--- src/rtl/ex_mem_stage.sv ---
// EX/MEM pipeline register for the 5-stage MIPS core.
// Captures ALU outputs and EX control, resolves beq and raises precise overflow exceptions.
module ex_mem_stage #(
    parameter int DATA_W = 32,
    parameter int REG_AW = 5,
    parameter int CNT_W  = 8
) (
    input  logic              clk,
    input  logic              rst_n,
    input  logic              ex_valid,
    input  logic [DATA_W-1:0] ex_pc,
    input  logic [DATA_W-1:0] ex_alu_result,
    input  logic              ex_alu_zero,
    input  logic              ex_alu_overflow,
    input  logic              ex_ovf_trap_en,
    input  logic [DATA_W-1:0] ex_store_data,
    input  logic [REG_AW-1:0] ex_rd,
    input  logic              ex_reg_write,
    input  logic              ex_mem_read,
    input  logic              ex_mem_write,
    input  logic              ex_mem_to_reg,
    input  logic              ex_branch,
    input  logic [DATA_W-1:0] ex_branch_target,
    input  logic              stall,
    input  logic              flush,
    input  logic              exc_ack,
    output logic              ex_ready,
    output logic              mem_valid,
    output logic [DATA_W-1:0] mem_alu_result,
    output logic [DATA_W-1:0] mem_store_data,
    output logic [REG_AW-1:0] mem_rd,
    output logic              mem_reg_write,
    output logic              mem_mem_read,
    output logic              mem_mem_write,
    output logic              mem_mem_to_reg,
    output logic              branch_taken,
    output logic [DATA_W-1:0] branch_target,
    output logic              exc_req,
    output logic [DATA_W-1:0] exc_epc,
    output logic [CNT_W-1:0]  exc_count
);

    typedef enum logic {RUN, TRAP} state_t;

    state_t state;

    logic capture;
    logic trap;
    logic next_valid;
    logic take_branch;

    assign capture     = (state == RUN) && !stall;
    assign trap        = ex_valid && ex_ovf_trap_en && ex_alu_overflow && !flush;
    assign next_valid  = ex_valid && !flush && !trap;
    assign take_branch = ex_valid && ex_branch && ex_alu_zero && !flush && !trap;
    assign ex_ready    = capture;

    // Control outputs are stored already gated by mem_valid, so whenever
    // mem_valid drops the write enables drop with it.
    always_ff @(posedge clk or negedge rst_n) begin
        if (!rst_n) begin
            state          <= RUN;
            mem_valid      <= 1'b0;
            mem_alu_result <= '0;
            mem_store_data <= '0;
            mem_rd         <= '0;
            mem_reg_write  <= 1'b0;
            mem_mem_read   <= 1'b0;
            mem_mem_write  <= 1'b0;
            mem_mem_to_reg <= 1'b0;
            branch_taken   <= 1'b0;
            branch_target  <= '0;
            exc_req        <= 1'b0;
            exc_epc        <= '0;
            exc_count      <= '0;
        end else begin
            branch_taken <= 1'b0;
            case (state)
                RUN: begin
                    if (capture) begin
                        mem_alu_result <= ex_alu_result;
                        mem_store_data <= ex_store_data;
                        mem_rd         <= ex_rd;
                        branch_target  <= ex_branch_target;
                        mem_valid      <= next_valid;
                        mem_reg_write  <= ex_reg_write  && next_valid;
                        mem_mem_read   <= ex_mem_read   && next_valid;
                        mem_mem_write  <= ex_mem_write  && next_valid;
                        mem_mem_to_reg <= ex_mem_to_reg && next_valid;
                        branch_taken   <= take_branch;
                        if (trap) begin
                            state   <= TRAP;
                            exc_req <= 1'b1;
                            exc_epc <= ex_pc;
                            if (exc_count != '1) begin
                                exc_count <= exc_count + CNT_W'(1);
                            end
                        end
                    end else if (flush) begin
                        // Stalled flush: kill the held instruction but keep its data.
                        mem_valid      <= 1'b0;
                        mem_reg_write  <= 1'b0;
                        mem_mem_read   <= 1'b0;
                        mem_mem_write  <= 1'b0;
                        mem_mem_to_reg <= 1'b0;
                    end
                end
                TRAP: begin
                    mem_valid      <= 1'b0;
                    mem_reg_write  <= 1'b0;
                    mem_mem_read   <= 1'b0;
                    mem_mem_write  <= 1'b0;
                    mem_mem_to_reg <= 1'b0;
                    if (exc_ack) begin
                        state   <= RUN;
                        exc_req <= 1'b0;
                    end
                end
                default: state <= RUN;
            endcase
        end
    end

endmodule

--- config.mk ---
export PLATFORM = sky130hd
export DESIGN_NAME = ex_mem_stage
export DESIGN_NICKNAME = d
export VERILOG_FILES = /design/src/rtl/ex_mem_stage.sv
export SDC_FILE = /design/constraint.sdc
export NUM_CORES = 1
export LEC_CHECK = 0
export ABC_AREA = 1
export CORE_ASPECT_RATIO = 2
export CORE_MARGIN = 1.5
export CORE_UTILIZATION = 40
export CTS_CLUSTER_SIZE = 12
export DETAILED_ROUTE_END_ITERATION = 7
export GPL_ROUTABILITY_DRIVEN = 0
export PLACE_DENSITY_LB_ADDON = 0.1
export SYNTH_ARGS = -nofsm -noshare
export SYNTH_HDL_FRONTEND = slang
export SYNTH_SLANG_ARGS = --single-unit
export TNS_END_PERCENT = 1
--- constraint.sdc ---
create_clock -name clk -period 1.6 [get_ports clk]
set_input_delay 0.32 -clock clk [delete_from_list [all_inputs] [get_ports clk]]
set_output_delay 0.32 -clock clk [all_outputs]
set_load 0.03 [all_outputs]
==> results.json <==
{
  "status": "finished, final reports clean",
  "path_cells": "nor2_4 -> buf_12 -> buf_8",
  "finalHoldViolations": 0,
  "crit_family": "flip-flops",
  "synth_nets": 820,
  "ys_seq_area_frac": 0.642,
  "yosysMostFrequentCell": "nand2_1",
  "final-instance-count-excl-fill": 1193,
  "synthCells": 672,
  "die_y_um": 173,
  "worstPathRequired_ns": 1.28,
  "clkTransAtPathRegs_ns": 0.06,
  "clk_path_buf_depth": 2,
  "ys_ff_latch": 149,
  "min_period_ns": 1.57,
  "ff2ff_path_depth": 7,
  "drc_errors": 0,
  "critPathArrivalTime_ns": 1.25,
  "grt_remaining_overflow": 0,
  "fillerInstances": 1251,
  "async_flop_share": 1.00,
  "drive_gt1_frac": 0.0749,
  "fin_area_um2": 9570,
  "grt_pass1_wl_um": 27200,
  "place_area_um2": 9160,
  "cts_max_level": 4,
  "start_util": 0.407,
  "endpoint": "ex_ready",
  "vias_per_cell": 4.52,
  "die_w_um": 88.2,
  "antenna_found_initial": 0,
  "p_leak_nw": 5.20,
  "grt_pass1_vias": 5462,
  "crit_cells": 3,
  "first_iter_violations": 130,
  "synthTopCellsByArea": "dfrtp_1 64%, nand2_1 29%, buf_2 1.6%, nand3_1 0.69%, inv_1 0.65%",
  "routed_wl_um": 17200,
  "ys_warn_count": 0,
  "setup_viol": 0,
  "dpl.hpwl_um": 12500,
  "diodes": 0,
  "vias": 5392,
  "avgSynthCellArea_um2": 8.64,
  "holdWs_ns": 0.328,
  "die-area_um2": 15300,
  "peakVddDrop_mv": 0.763,
  "slew-limit-headroom": 0.748,
  "port_buffers": 295,
  "regToRegStartpoint": "exc_count[1]",
  "wl_per_cell_um": 14.4,
  "place_ws_ns": -0.0949,
  "fmaxAchievable_ghz": 0.635,
  "postRouteAntennaNets": 0,
  "area_growth_pct": 64.8,
  "maxCapViolCount": 0,
  "cts_tree": "done",
  "cts_buffers": 17,
  "critPathMaxFanout": 7,
  "drt-pass1-iter-count": 5,
  "start_kind": "flop",
  "finalSetupTns_ns": 0,
  "synth_ff_type": "dfrtp_1",
  "rsz0062_at_grt": "yes",
  "synth_top_area_frac": 0.642,
  "hold_class": "in -> async",
  "fin_skew_ns": 0.00493,
  "root_buffer": "clkbuf_16",
  "grt_max_degree": 61,
  "layout_setup_ws_ns": 0.0252,
  "fp-row-count": 62,
  "worstSetupPathType": "reg -> out",
  "placeableCoreArea_um2": 14300,
  "p_per_area_nw_per_um2": 1180,
  "rrSetupSlack_ns": 0.16,
  "synth_area_um2": 5800,
  "yosysTopAreaCell": "dfrtp_1",
  "p_total_mw": 11.3,
  "track_usage": 0.235,
  "fin_crit_sh": 0.984,
  "ios": 296,
  "worst_pin_slew_ns": 0.379,
  "post-route-util": 0.670,
  "critical_path_buf_inv_count": 2,
  "fin_nets": 1136,
  "ys_types": 19,
  "crit_start": "state",
  "finalMaxSlewViolations": 0,
  "dp_cells": 1159,
  "r2r-end": "exc_count[2]",
  "worst_path_max_delay_cell": "dfrtp_1",
  "critPathCaptureType": "primary output",
  "cts.sinks": 149,
  "clk_latency_ns": 0.42,
  "synth.top_cells.by_count": "452 x nand2_1, 149 x dfrtp_1, 19 x buf_2",
  "synth_edf_count": 0,
  "max_stage_delay_ns": 0.43
}
==> power breakdown <==
part | switching (mW) | total, mW | internal [mW]
clock network | 1.57 | 3.89 | 2.32
registers | 0.266 | 4.53 | 4.27
logic | 1.82 | 2.89 | 1.07
total | 3.66 | 11.3 | 7.66
==> cell families after synthesis <==
logic type | share of synthesized area
AO/OA/AOI/OAI | 0.00431
adder cells (fa/ha/maj) | 0.00216
flip-flops | 0.642
AND/OR/NAND/NOR | 0.317
buffers and inverters | 0.0325
XOR/XNOR | 0.00151
==> worst min path at each step <==
stage | from | end | cells after the start
detailed placement | rst_n | branch_target[24] | 1
CTS | rst_n | branch_target[24] | 2
finish | rst_n | branch_target[14] | 2
floorplan | rst_n | branch_taken | 0
global route | rst_n | branch_target[22] | 2
global placement | rst_n | branch_target[24] | 1
==> final cells by class <==
type,count,area [um2],share of cell area
tap,192,240,0.0251
multi-input combinational,483,1890,0.197
timing repair buffer,326,3090,0.323
clock buffer,19,443,0.0463
sequential,149,3730,0.390
clock inverter,13,134,0.0140
inverter,11,42.5,0.00445
==> metal layers <==
metal	track usage	part of all wire	routed length, um
met3	0.0714	0.067	1160
met4	0.134	0.046	793
met2	0.405	0.53	9160
met5	0	0	0
met1	0.243	0.35	6110
==> what timing repair did <==
item | 4_1_cts | 5_1_grt
endpoints found under the hold margin | 19 | 0
endpoints found under the setup margin | 149 | 4
pin swaps | 0 | 1
buffers inserted | 0 | 1
resized for setup | 155 | 5
hold buffers | 1 | 0
==> cells in the final DEF (no fill, tap or decap), drive strengths merged, types with 3 or more instances in the layout <==
cell type	instances
nand2	453
dfrtp	149
clkdlybuf4s50	145
dlygate4sd2	143
buf	32
clkbuf	22
inv	10
nand3	9
nor2	9
clkinvlp	6
clkinv	6
o21ai	5
nand3b	3
(Power assumes the default switching activity.)
